### src/rtl/ps2_pkg.sv
`default_nettype none
// ============================================================================
//  Module      : ps2_pkg
//  Description : Shared constants, types and helpers for the PS/2 keyboard
//                receive path.
//  Revision    : 1.0 - initial release
// ============================================================================
package ps2_pkg;

    // Prefix bytes that modify the following scan code instead of being queued
    localparam logic [7:0] PS2_PREFIX_EXT = 8'hE0;
    localparam logic [7:0] PS2_PREFIX_BRK = 8'hF0;

    // Queued entry layout: {ext, brk, code[7:0]}
    localparam int unsigned PS2_ENTRY_W = 10;

    typedef enum logic [1:0] {
        IDLE   = 2'd0,
        DATA   = 2'd1,
        PARITY = 2'd2,
        STOP   = 2'd3
    } ps2_state_e;

    // A frame is good when the stop bit is high and data+parity carry odd parity
    function automatic logic ps2_frame_ok(input logic [7:0] data,
                                          input logic       parity,
                                          input logic       stop);
        return stop & (^{data, parity});
    endfunction

endpackage
`default_nettype wire

### src/rtl/sync_fifo.sv
`default_nettype none
// ============================================================================
//  Module      : sync_fifo
//  Description : Single-clock first-word-fall-through FIFO. DEPTH must be a
//                power of two (>= 2); pointers carry one extra wrap bit so
//                full and empty are told apart without a counter.
//  Revision    : 1.0 - initial release
// ============================================================================
module sync_fifo #(
    parameter int unsigned WIDTH = 8,
    parameter int unsigned DEPTH = 4
) (
    input  logic             clk,
    input  logic             rst_n,
    input  logic             wr_en_i,
    input  logic [WIDTH-1:0] wr_data_i,
    input  logic             rd_en_i,
    output logic [WIDTH-1:0] rd_data_o,
    output logic             full_o,
    output logic             empty_o,
    output logic             wr_drop_o
);

    localparam int unsigned AW = $clog2(DEPTH);

    logic [AW:0]      wr_ptr_q;
    logic [AW:0]      rd_ptr_q;
    logic [WIDTH-1:0] mem_q [DEPTH];
    logic             w_do_wr;
    logic             w_do_rd;

    assign empty_o   = (wr_ptr_q == rd_ptr_q);
    assign full_o    = (wr_ptr_q[AW] != rd_ptr_q[AW]) &&
                       (wr_ptr_q[AW-1:0] == rd_ptr_q[AW-1:0]);

    // A write into a full FIFO is only accepted when the head is popped in the same cycle
    assign w_do_wr   = wr_en_i & (~full_o | rd_en_i);
    assign w_do_rd   = rd_en_i & ~empty_o;
    assign wr_drop_o = wr_en_i & full_o & ~rd_en_i;

    // Head entry is visible combinationally while the FIFO is non-empty
    assign rd_data_o = mem_q[rd_ptr_q[AW-1:0]];

    // Pointer and storage update
    always_ff @(posedge clk) begin
        if (!rst_n) begin
            wr_ptr_q <= '0;
            rd_ptr_q <= '0;
            for (int i = 0; i < DEPTH; i++) begin
                mem_q[i] <= '0;
            end
        end else begin
            if (w_do_wr) begin
                mem_q[wr_ptr_q[AW-1:0]] <= wr_data_i;
                wr_ptr_q                <= wr_ptr_q + (AW+1)'(1);
            end
            if (w_do_rd) begin
                rd_ptr_q <= rd_ptr_q + (AW+1)'(1);
            end
        end
    end

endmodule
`default_nettype wire

### src/rtl/ps2_kbd_rx.sv
`default_nettype none
// ============================================================================
//  Module      : ps2_kbd_rx
//  Description : PS/2 keyboard receiver. Synchronises and de-glitches the
//                pins, deframes 11-bit device-to-host frames, folds E0/F0
//                prefixes into flags and queues {ext, brk, code} entries.
//  Revision    : 1.0 - initial release
// ============================================================================
module ps2_kbd_rx
    import ps2_pkg::*;
#(
    parameter int unsigned FILTER_LEN     = 8,
    parameter int unsigned TIMEOUT_CYCLES = 50_000,
    parameter int unsigned FIFO_DEPTH     = 4
) (
    input  logic       clk,
    input  logic       rst_n,
    input  logic       ps2_clk,
    input  logic       ps2_dat,
    input  logic       code_ready,
    output logic       code_valid,
    output logic [7:0] code,
    output logic       code_ext,
    output logic       code_brk,
    output logic       err_parity,
    output logic       err_frame,
    output logic       overflow
);

    localparam int unsigned FILT_W = $clog2(FILTER_LEN + 1);
    localparam int unsigned TMO_W  = $clog2(TIMEOUT_CYCLES + 1);

    // Input conditioning
    logic              clk_s1_q, clk_s2_q, dat_s1_q, dat_s2_q;
    logic [FILT_W-1:0] filt_cnt_q;
    logic              filt_clk_q, filt_clk_prev_q;
    logic              w_edge;

    // Frame receiver
    ps2_state_e        state_q, state_d;
    logic [2:0]        bit_cnt_q, bit_cnt_d;
    logic [7:0]        shift_q, shift_d;
    logic              parity_q, parity_d;
    logic [TMO_W-1:0]  tmo_cnt_q, tmo_cnt_d;
    logic              rx_done_q, rx_done_d;
    logic [7:0]        rx_byte_q, rx_byte_d;
    logic              ext_q, ext_d, brk_q, brk_d;
    logic              err_parity_q, err_parity_d;
    logic              err_frame_q, err_frame_d;
    logic              overflow_q;

    // Queue interface
    logic                   w_push;
    logic [PS2_ENTRY_W-1:0] w_push_data;
    logic [PS2_ENTRY_W-1:0] w_head;
    logic                   w_empty, w_full, w_drop, w_pop;

    // Two-flop synchronisers; idle-high bus so they reset to 1
    always_ff @(posedge clk) begin
        if (!rst_n) begin
            clk_s1_q <= 1'b1;
            clk_s2_q <= 1'b1;
            dat_s1_q <= 1'b1;
            dat_s2_q <= 1'b1;
        end else begin
            clk_s1_q <= ps2_clk;
            clk_s2_q <= clk_s1_q;
            dat_s1_q <= ps2_dat;
            dat_s2_q <= dat_s1_q;
        end
    end

    // Clock filter: level flips only after FILTER_LEN consecutive differing samples
    always_ff @(posedge clk) begin
        if (!rst_n) begin
            filt_cnt_q      <= '0;
            filt_clk_q      <= 1'b1;
            filt_clk_prev_q <= 1'b1;
        end else begin
            filt_clk_prev_q <= filt_clk_q;
            if (clk_s2_q == filt_clk_q) begin
                filt_cnt_q <= '0;
            end else if (filt_cnt_q == FILT_W'(FILTER_LEN - 1)) begin
                filt_clk_q <= clk_s2_q;
                filt_cnt_q <= '0;
            end else begin
                filt_cnt_q <= filt_cnt_q + FILT_W'(1);
            end
        end
    end

    assign w_edge = filt_clk_prev_q & ~filt_clk_q;

    // Receiver state register
    always_ff @(posedge clk) begin
        if (!rst_n) begin
            state_q      <= IDLE;
            bit_cnt_q    <= '0;
            shift_q      <= '0;
            parity_q     <= 1'b0;
            tmo_cnt_q    <= '0;
            rx_done_q    <= 1'b0;
            rx_byte_q    <= '0;
            ext_q        <= 1'b0;
            brk_q        <= 1'b0;
            err_parity_q <= 1'b0;
            err_frame_q  <= 1'b0;
        end else begin
            state_q      <= state_d;
            bit_cnt_q    <= bit_cnt_d;
            shift_q      <= shift_d;
            parity_q     <= parity_d;
            tmo_cnt_q    <= tmo_cnt_d;
            rx_done_q    <= rx_done_d;
            rx_byte_q    <= rx_byte_d;
            ext_q        <= ext_d;
            brk_q        <= brk_d;
            err_parity_q <= err_parity_d;
            err_frame_q  <= err_frame_d;
        end
    end

    // Deframing, timeout and prefix decode (decode acts on the byte finished last cycle)
    always_comb begin
        state_d      = state_q;
        bit_cnt_d    = bit_cnt_q;
        shift_d      = shift_q;
        parity_d     = parity_q;
        tmo_cnt_d    = tmo_cnt_q;
        rx_done_d    = 1'b0;
        rx_byte_d    = rx_byte_q;
        ext_d        = ext_q;
        brk_d        = brk_q;
        err_parity_d = 1'b0;
        err_frame_d  = 1'b0;
        w_push       = 1'b0;
        w_push_data  = {ext_q, brk_q, rx_byte_q};

        if (rx_done_q) begin
            if (rx_byte_q == PS2_PREFIX_EXT) begin
                ext_d = 1'b1;
            end else if (rx_byte_q == PS2_PREFIX_BRK) begin
                brk_d = 1'b1;
            end else begin
                w_push = 1'b1;
                ext_d  = 1'b0;
                brk_d  = 1'b0;
            end
        end

        if ((state_q == IDLE) || w_edge) begin
            tmo_cnt_d = '0;
        end else if (tmo_cnt_q != TMO_W'(TIMEOUT_CYCLES)) begin
            tmo_cnt_d = tmo_cnt_q + TMO_W'(1);
        end

        if ((state_q != IDLE) && !w_edge && (tmo_cnt_q == TMO_W'(TIMEOUT_CYCLES))) begin
            state_d     = IDLE;
            err_frame_d = 1'b1;
            ext_d       = 1'b0;
            brk_d       = 1'b0;
        end else if (w_edge) begin
            case (state_q)
                IDLE: begin
                    // A high "start bit" is treated as noise and ignored
                    if (!dat_s2_q) begin
                        state_d   = DATA;
                        bit_cnt_d = '0;
                    end
                end
                DATA: begin
                    shift_d   = {dat_s2_q, shift_q[7:1]};
                    bit_cnt_d = bit_cnt_q + 3'd1;
                    if (bit_cnt_q == 3'd7) begin
                        state_d = PARITY;
                    end
                end
                PARITY: begin
                    parity_d = dat_s2_q;
                    state_d  = STOP;
                end
                STOP: begin
                    if (ps2_frame_ok(shift_q, parity_q, dat_s2_q)) begin
                        rx_done_d = 1'b1;
                        rx_byte_d = shift_q;
                    end else begin
                        err_parity_d = 1'b1;
                        ext_d        = 1'b0;
                        brk_d        = 1'b0;
                    end
                    state_d = IDLE;
                end
                default: state_d = IDLE;
            endcase
        end
    end

    assign w_pop = ~w_empty & code_ready;

    sync_fifo #(
        .WIDTH (PS2_ENTRY_W),
        .DEPTH (FIFO_DEPTH)
    ) u_fifo (
        .clk       (clk),
        .rst_n     (rst_n),
        .wr_en_i   (w_push),
        .wr_data_i (w_push_data),
        .rd_en_i   (w_pop),
        .rd_data_o (w_head),
        .full_o    (w_full),
        .empty_o   (w_empty),
        .wr_drop_o (w_drop)
    );

    // Sticky overflow: set when a decoded entry is lost to a full queue
    always_ff @(posedge clk) begin
        if (!rst_n) begin
            overflow_q <= 1'b0;
        end else if (w_drop) begin
            overflow_q <= 1'b1;
        end
    end

    assign code_valid = ~w_empty;
    assign code_ext   = w_head[9];
    assign code_brk   = w_head[8];
    assign code       = w_head[7:0];
    assign err_parity = err_parity_q;
    assign err_frame  = err_frame_q;
    assign overflow   = overflow_q;

    // Full flag is implied by the drop indication; kept for reuse of the FIFO
    logic w_unused;
    assign w_unused = w_full;

endmodule
`default_nettype wire

### config.mk
export PLATFORM = sky130hd
export DESIGN_NAME = ps2_kbd_rx
export DESIGN_NICKNAME = d
export VERILOG_FILES = /design/src/rtl/ps2_pkg.sv /design/src/rtl/sync_fifo.sv /design/src/rtl/ps2_kbd_rx.sv
export SDC_FILE = /design/constraint.sdc
export NUM_CORES = 1
export LEC_CHECK = 0
export CORE_MARGIN = 8
export CORE_UTILIZATION = 45
export DETAILED_ROUTE_END_ITERATION = 7
export PLACE_DENSITY = 0.62
export SETUP_SLACK_MARGIN = 0.2
export SLEW_MARGIN = 20
export SYNTH_ARGS = -nofsm -noshare
export SYNTH_HDL_FRONTEND = slang
export SYNTH_SLANG_ARGS = --single-unit
### constraint.sdc
create_clock -name clk -period 2.35 [get_ports clk]
set_input_delay 0.235 -clock clk [delete_from_list [all_inputs] [get_ports clk]]
set_output_delay 0.235 -clock clk [all_outputs]
set_load 0.03 [all_outputs]
Yosys cells after proc, flatten, opt, wreduce, memory -nomap -nowiden
Memory sizes are Yosys's and may differ from the RTL's. A register that Yosys moved wholly into a read port is not among the register bits.
Index checks and enable logic that the tools add are counted.
{"block": "totals", "latch_bits": 0, "memories": 1, "romBits": 0, "input_bits": 5, "register_bits": 60, "ram_bits": 40, "output_inout_bits": 14, "word_cells": 111}
{"memory": "u_fifo.mem_q", "words": 4, "word_bits": 10, "rd": 1, "rd_clocked_by_memory_dff": 1, "wr": 4, "line": "sync_fifo.sv:28", "text": "logic [WIDTH-1:0] mem_q [DEPTH];"}
{"block": "classes", "n_eq_ne": 15, "n_mux": 32, "div": 0, "mul": 0, "add_sub_neg": 5, "reduce_logical": 20, "order_cmp": 0, "shifts": 0, "n_bitwise": 17}
{"cell": "two-way mux 1 bit", "n": 23}
{"cell": "adder 16 x 1 -> 16 bit (second input constant)", "n": 1}
{"cell": "== test 16 bit (second input constant)", "n": 1}
{"cell": "== test 8 bit (second input constant)", "n": 2}
{"cell": "!= test 16 bit (second input constant)", "n": 1}
{"cell": "two-way mux 10 bit", "n": 1}
{"cell": "two-way mux 2 bit", "n": 5}
{"cell": "OR reduction 10 bit", "n": 1}
{"cell": "adder 3 x 1 -> 3 bit (second input constant)", "n": 3}
{"cell": "NOT 1 bit", "n": 9}
{"cell": "AND reduction 3 bit", "n": 3}
{"cell": "XOR reduction 9 bit", "n": 1}
{"cell": "case mux 2 bit (4 select lines)", "n": 1}
{"cell": "AND reduction 4 bit", "n": 2}
{"cell": "bitwise AND 1 bit", "n": 7}
{"cell": "case mux 3 bit (2 select lines)", "n": 1}
{"cell": "adder 4 x 1 -> 4 bit (second input constant)", "n": 1}
{"cell": "== test 2 bit (second input constant)", "n": 2}
{"cell": "== test 4 x 3 -> 1 bit (second input constant)", "n": 1}
{"cell": "!= test 2 bit (second input constant)", "n": 2}
{"cell": "nonzero test 2 bit", "n": 2}
{"cell": "OR reduction 2 bit", "n": 2}
{"cell": "OR reduction 4 bit", "n": 1}
{"cell": "== test 3 bit", "n": 1}
{"cell": "other kinds (13)", "n": 15}

Depth between registers and ports, before layout
{"block": "depth", "depth_word": 10, "mapped_depth": 6}

Hierarchy
A second synthesis with hierarchy kept.
{"block": "hier_totals", "cells_unflattened": 419, "hier_area_um2": 4849.7}
{"module": "sync_fifo", "n_inst": 1, "area_each_um2": 2438.6, "seq_area_each_um2": 1361.3, "cells_per_inst": 170}
{"module": "ps2_kbd_rx", "n_inst": 1, "area_each_um2": 2411.1, "seq_area_each_um2": 1081.0, "cells_per_inst": 249}

Least setup slack after synthesis
Ideal clock, no wire load.
{"block": "synth_path", "path_type": "register -> register", "from": "register u_fifo.wr_ptr_q[0]", "to": "memory u_fifo.mem_q[1][0] in the netlist's numbering (enable)", "t_required_ps": 1957, "setup_slack_ps": 215, "path_stages_with_launch": 4, "setup_ps": 393, "t_arrival_ps": 1742, "path_cell_list": "dfxtp_1 > xor2_1 > nor4_2 > o31ai_1"}
{"element": "start, declared", "line": "sync_fifo.sv:26", "text": "logic [AW:0] wr_ptr_q;"}
{"element": "start signal, assigned", "line": "sync_fifo.sv:55", "text": "wr_ptr_q <= wr_ptr_q + (AW+1)'(1);"}
{"element": "end, declared", "line": "sync_fifo.sv:28"}

==> flow_summary.toml <==
[run_status]
status = "finished clean"

[floorplan]
core_mm2 = 0.00977
dieArea_mm2 = 0.0136
start_util_pct = 46.5
fp.dieW_um = 117
io_pins = 19
rows = 36
die_h_um = 117

[timing]
hold_viol = 0
max_slew.worst_pin.slew_ps = 661
tns_ps = 0
finalHoldWorstSlack_ps = 414
max_freq_ghz = 0.484
fin_skew_ps = 19.9
maxSlewHeadroom_pct = 55.6
slew_violations = 0
rsz0062_at_grt = "false"
finalCritPeriodShare_pct = 88.0
min_period_ps = 2070
finalSetupViolations = 0

[cts]
cts_buffers = 9
cts_tree = "done"
cts.sink_count = 102
post_cts_buffers = 0
clk_pin_slew_ps = 120
cts_max_level = 3
hold_buffers = 0
clk_latency_ps = 380
cts_root_buf = "clkbuf_8"
clockBufferDepth = 2

[finish]
drive_gt1_share_pct = 12.3
diodes = 0
seqCellArea_mm2 = 0.00244
nFillCells = 888
multi_input_area_mm2 = 0.00202
nNetsFinal = 435
area_delta_synth_final_pct = 12.8

[power_and_ir_drop]
p_clk_share_pct = 37.6
switchingPower_mw = 0.721
irDropWorstVdd_uv = 415
combinationalPowerShare_pct = 2.6
netSwitchingFraction_pct = 23.1
leakagePower_nw = 1.95
power_density_mw_per_mm2 = 610
p_int_mw = 2.41
p_seq_share_pct = 59.8

[grt]
grt_max_degree = 41
grt_usage_pct = 12.7
grt_antenna_before_repair = 0
grt.overflow.total = 0
first_global_vias = 2841
grt_pass1_wl_mm = 13.5

[critical_path]
critPathLaunchType = "flip-flop"
cp_data_arrival_time_ps = 1830
path_max_fanout = 10
crit_type = "reg -> out"
cp_data_required_time_ps = 2120
worst_setup_path_end_kind = "output pin"

[logic_synthesis]
synth_cells = 395
synth_edf_count = 40
synth.most_common_cell = "dfxtp_1"
synthTopCellsByCount = "dfxtp_1, edfxtp_1, and2_1, nor2_1, nand2_1"
yosys_warnings = 0
synth_nets = 411
synthArstFlopShare_pct = 0
synthTopCellsByArea = "dfxtp_1, edfxtp_1, mux2i_1"
synth_seq_cells = 102
avgSynthCellArea_um2 = 11.5
synth.lib_cells_used.distinct = 52
seq_area_frac_synth_pct = 53.7
synth_flop_cell = "dfxtp_1"
synth_top_area_share_pct = 27.3
netlist_area_mm2 = 0.00455
yosysTopAreaCell = "dfxtp_1"

[detailed_routing]
postRouteAntennaNets = 0
wl_mm = 7.97
dr.first_iter.drc_count = 100
dr.pass1.iters = 4
vias_per_cell = 5.12
drc = 0
routedWlPerCell_um = 14.3
dr_total_vias = 2853

[place]
routabilityCongestion = 0.770
io_buffer_count = 18
detailed_place_hpwl_mm = 5.40

[flow_run]
cap_violations = 0

[worst_hold_path]
hold_path_class = "reg -> reg"
layout by cell type (no fill, tap or decap), drive strengths merged, types with 2 or more instances in the layout:
cell type,synthesis,final
dfxtp,62,62
edfxtp,40,40
nor2,32,32
and2,32,32
nand2,31,31
mux2i,24,24
inv,10,15
xor2,14,14
and3,13,13
nand2b,12,12
ha,11,11
dlygate4sd2,0,11
buf,4,11
mux4,10,10
nand3,9,9
a21oi,9,9
clkbuf,12,9
xnor2,8,8
clkdlybuf4s50,0,7
nand4,6,6
nor4,6,6
or3,5,5
o21ai,5,5
o31ai,4,4
nor2b,4,4
nor3,4,4
nor4bb,2,2
nand3b,2,2
a311oi,2,2
a21o,2,2
or3b,2,2
o41ai,2,2
xnor3,2,2
and4,2,2
worst max-delay path, cell delays in order, from the launching register on:
cell	delay, ps
dfxtp_1	330
buf_4	220
mux4_2	530
dlygate4sd2_1	370
worst paths after layout:
check / start / end / slack [ps] / cells after the start
hold / removal: dat_s1_q$_SDFF_PN1_ / dat_s2_q$_SDFF_PN1_ / 410 / 1
setup / recovery: flip-flop / code[7] / 280 / 3
hold reg to reg: dat_s1_q$_SDFF_PN1_ / dat_s2_q$_SDFF_PN1_ / 410 / 1
setup reg to reg: u_fifo.wr_ptr_q[1]$_SDFFE_PN0P_ / u_fifo.mem_q[0][9]$_SDFFCE_PN0P_ / 350 / 5
cells by family after synthesis:
group                      after synthesis  synth area share [%]
muxes                                   35                  10.8
AOI/OAI and AO/OA                       31                  5.01
adders and majority gates               11                  3.03
and+or+nand+nor                        166                  19.9
buffers and inverters                   26                  2.23
DFF                                    102                  53.7
xor gates and xnor gates                24                  5.26
sequential cells by signal (all words and copies together) (netlist names), 3 cells and up, named ones only:
signal / cells
u_fifo.mem_q: 40
tmo_cnt_q: 16
rx_byte_q: 8
shift_q: 8
filt_cnt_q: 4
bit_cnt_q: 3
u_fifo.rd_ptr_q: 3
u_fifo.wr_ptr_q: 3
layer usage:
metal  GRT usage [%]  part of all wire, %  vias to the layer above
li1                -                    -                     1446
met1            15.2                   46                     1367
met4            5.70                  1.7                        0
met5               0                    0                        -
met3            2.28                  3.3                       12
met2            21.8                   49                       28
per-stage QoR:
step	utilization [%]	worst slack (ps)	area, um^2	total power [mW]	cells
2_1_floorplan	-	215	4550	1.96	395
3_5_place_dp	50.2	115	4910	2.00	541
5_1_grt	52.5	194	5130	3.24	557
4_1_cts	52.4	207	5120	3.16	557
6_report	52.5	282	5130	3.13	557
3_3_place_gp	50.2	171	4910	2.00	541
power groups by stage:
stage / combinational, mW / sequential [mW] / clock (mW)
final: 0.0821 / 1.87 / 1.18
after global routing: 0.0886 / 1.87 / 1.28
after CTS: 0.0832 / 1.87 / 1.21
after detailed placement: 0.0874 / 1.91 / 0
after global placement: 0.0863 / 1.91 / 0
after floorplan: 0.0503 / 1.91 / 0
repair_timing:
item                       4_1_cts  5_1_grt
setup endpoints to repair       31       20
resized for setup               14        2
hold endpoints to repair         0        0
layout make-up:
class	count	share of cell area, %
Clock buffer	9	2.42
Timing Repair Buffer	29	4.85
Clock inverter	7	1.68
Sequential cell	102	47.6
Multi-Input combinational cell	267	39.4
Tap cell	133	3.24
Inverter	10	0.732
No activity file was read; power rests on OpenSTA's default activity.
==> edit, RTL diff (same settings) <==
Register the output `overflow` once more, cleared by the reset; this adds one clock of latency there. The other outputs are not delayed to match.
--- a/src/rtl/ps2_kbd_rx.sv
+++ b/src/rtl/ps2_kbd_rx.sv
@@ -227,7 +227,13 @@
     assign code       = w_head[7:0];
     assign err_parity = err_parity_q;
     assign err_frame  = err_frame_q;
-    assign overflow   = overflow_q;
+    always_ff @(posedge clk) begin
+        if (!rst_n) begin
+            overflow <= '0;
+        end else begin
+            overflow <= overflow_q;
+        end
+    end
 
     // Full flag is implied by the drop indication; kept for reuse of the FIFO
     logic w_unused;
Formal check against the unedited RTL: no difference found for any inputs over 10 cycles, from zero or initial values and one cycle with rst_n low; that may be too few to reach the edited logic, so the function may still have changed.
==> edit against the unedited design <==
Sequential cell count increased by 1. Largest cell class unchanged. Worst setup slack got worse by 0.0068 ns. Total power decreased by 4.1%. Area after synthesis increased by 0.61%. Routed wire length increased by 0.82%. Final area increased by 0.15%. Largest power group unchanged. Die area increased by 0.52%. Combinational power increased by 0.6%. Synthesized cell count unchanged. Clock power decreased by 13%.
==> edit: results (changes against the unedited design) <==
* Worst reg2reg startpoint: rx_byte_q[0] (was u_fifo.wr_ptr_q[1])
* Mean post-synth cell area at 11.6 µm² (was 11.5 µm²)
* HP Start: clk_s1_q (was dat_s1_q)
* Vias per std cell at 5.10 (was 5.12)
* Arrival time of the worst setup path at 2.16 ns (was 1.83 ns)
* Final wirelength at 8040 µm (was 7970 µm)
* Hold slack final at 0.414 ns (about the same)
* Clk_lat worst skew at 0.36 ns (was 0.38 ns)
* Worst Max-Slew Pin Slew at 0.625 ns (was 0.661 ns)
* # fillers at 946 (was 888)
* R2r worst-path depth at 4 (was 5)
* Maximum VDD drop at 0.329 mV (was 0.415 mV)
* HPWL Detailed at 5590 µm (was 5400 µm)
* Global Route met2 Usage at 21.4% (was 21.8%)
* M1 GR Usage at 15.8% (was 15.2%)
* Area contributors post-synth: dfxtp_1 (28%), edfxtp_1 (26%), mux4_2 (4.9%) (was dfxtp_1 (27%), edfxtp_1 (26%), mux2i_1 (5.1%))
* Capturing point of the worst reg2reg path: u_fifo.mem_q[3][3] (was u_fifo.mem_q[0][9])
* Ratio of cells with drive above 1 in the final layout at 12.8% (was 12.3%)
* Net Sw Frac at 21.8% (was 23.1%)
* Hold Path End: clk_s2_q (was dat_s2_q)
* Critical path's largest stage delay at 0.49 ns (was 0.53 ns)
* Worst Clk Skew at 0.0122 ns (was 0.0199 ns)
* Commonest cells post-synth: dfxtp_1 (63), edfxtp_1 (40), and2_1 (34) (was dfxtp_1 (62), edfxtp_1 (40), and2_1 (32), nor2_1 (32), nand2_1 (31))
* Yosys cell types at 55 (was 52)
* Total GRT Usage at 12.9% (was 12.7%)
* Metal1 wirelength at 3810 µm (was 3660 µm)
* Status: finished clean (unchanged)
* First-pass GRT wire length at 13500 µm (about the same)
* Family with the most delay on the worst path: compound AO/OA/AOI/OAI gates (was buffers and inverters)
* Critical Path Slowest Stage Cell: o41ai_4 (was mux4_2)
* WL met2 at 3790 µm (was 3920 µm)
* Largest net degree at the start of global routing at 32 (was 41)
* Register area share after synthesis at 53.8% (was 53.7%)
* Clock slew at reported path FFs at 0.10 ns (was 0.12 ns)
* Dpl cells at 542 (was 541)
edit: worst register-to-register path, delay by kind of cell (launching register included):
kind               cells  cell delay, ns
DFF                    1            0.35
AOI/OAI and AO/OA      2            0.88
and+or+nand+nor        2            0.57
edit: timing repair:
action                                  CTS  global route
endpoints found under the setup margin   25            31
pin swaps                                 0             0
gates resized for setup                  14             4
edit: power groups by stage:
stage	combinational, mW	clock, mW	sequential [mW]
6_report	0.0826	1.03	1.89
3_5_place_dp	0.0868	0	1.93
4_1_cts	0.0830	1.07	1.89
5_1_grt	0.0898	1.14	1.89
3_3_place_gp	0.0862	0	1.93
2_1_floorplan	0.0553	0	1.92
edit: cell type report:
class,instances,area [µm²],area share [%]
Clock buffer,11,151,2.95
Clock inverter,4,30.0,0.585
Timing Repair Buffer,31,268,5.21
Inverter,8,30.0,0.585
Sequential cell,103,2460,47.9
Tap cell,136,170,3.31
Multi-Input combinational cell,264,2020,39.4
edit: cells by family (layout without fill, tap and decap cells):
family / Yosys count / count (layout) / synth area share (%)
simple gates: 162 / 162 / 19.5
xor+xnor: 24 / 24 / 5.23
mux: 31 / 31 / 9.90
flops: 103 / 103 / 53.8
compound gates: 36 / 36 / 5.83
fa+ha+maj: 11 / 11 / 3.01
buf+inv: 28 / 54 / 2.74
edit: how the worst max path moves through the flow:
stage	from	endpoint	slack, ns	cells past startpoint
final	rx_byte_q[0]	u_fifo.mem_q[3][3]	0.28	4
after global routing	rx_byte_q[0]	u_fifo.mem_q[0][7]	0.20	4
after CTS	u_fifo.rd_ptr_q[0]	u_fifo.mem_q[1][1]	0.25	3
after detailed placement	code_ready	u_fifo.mem_q[1][6]	0.17	3
after global placement	code_ready	u_fifo.mem_q[1][5]	0.18	3
after floorplan	u_fifo.wr_ptr_q[0]	u_fifo.mem_q[1][0]	0.48	3
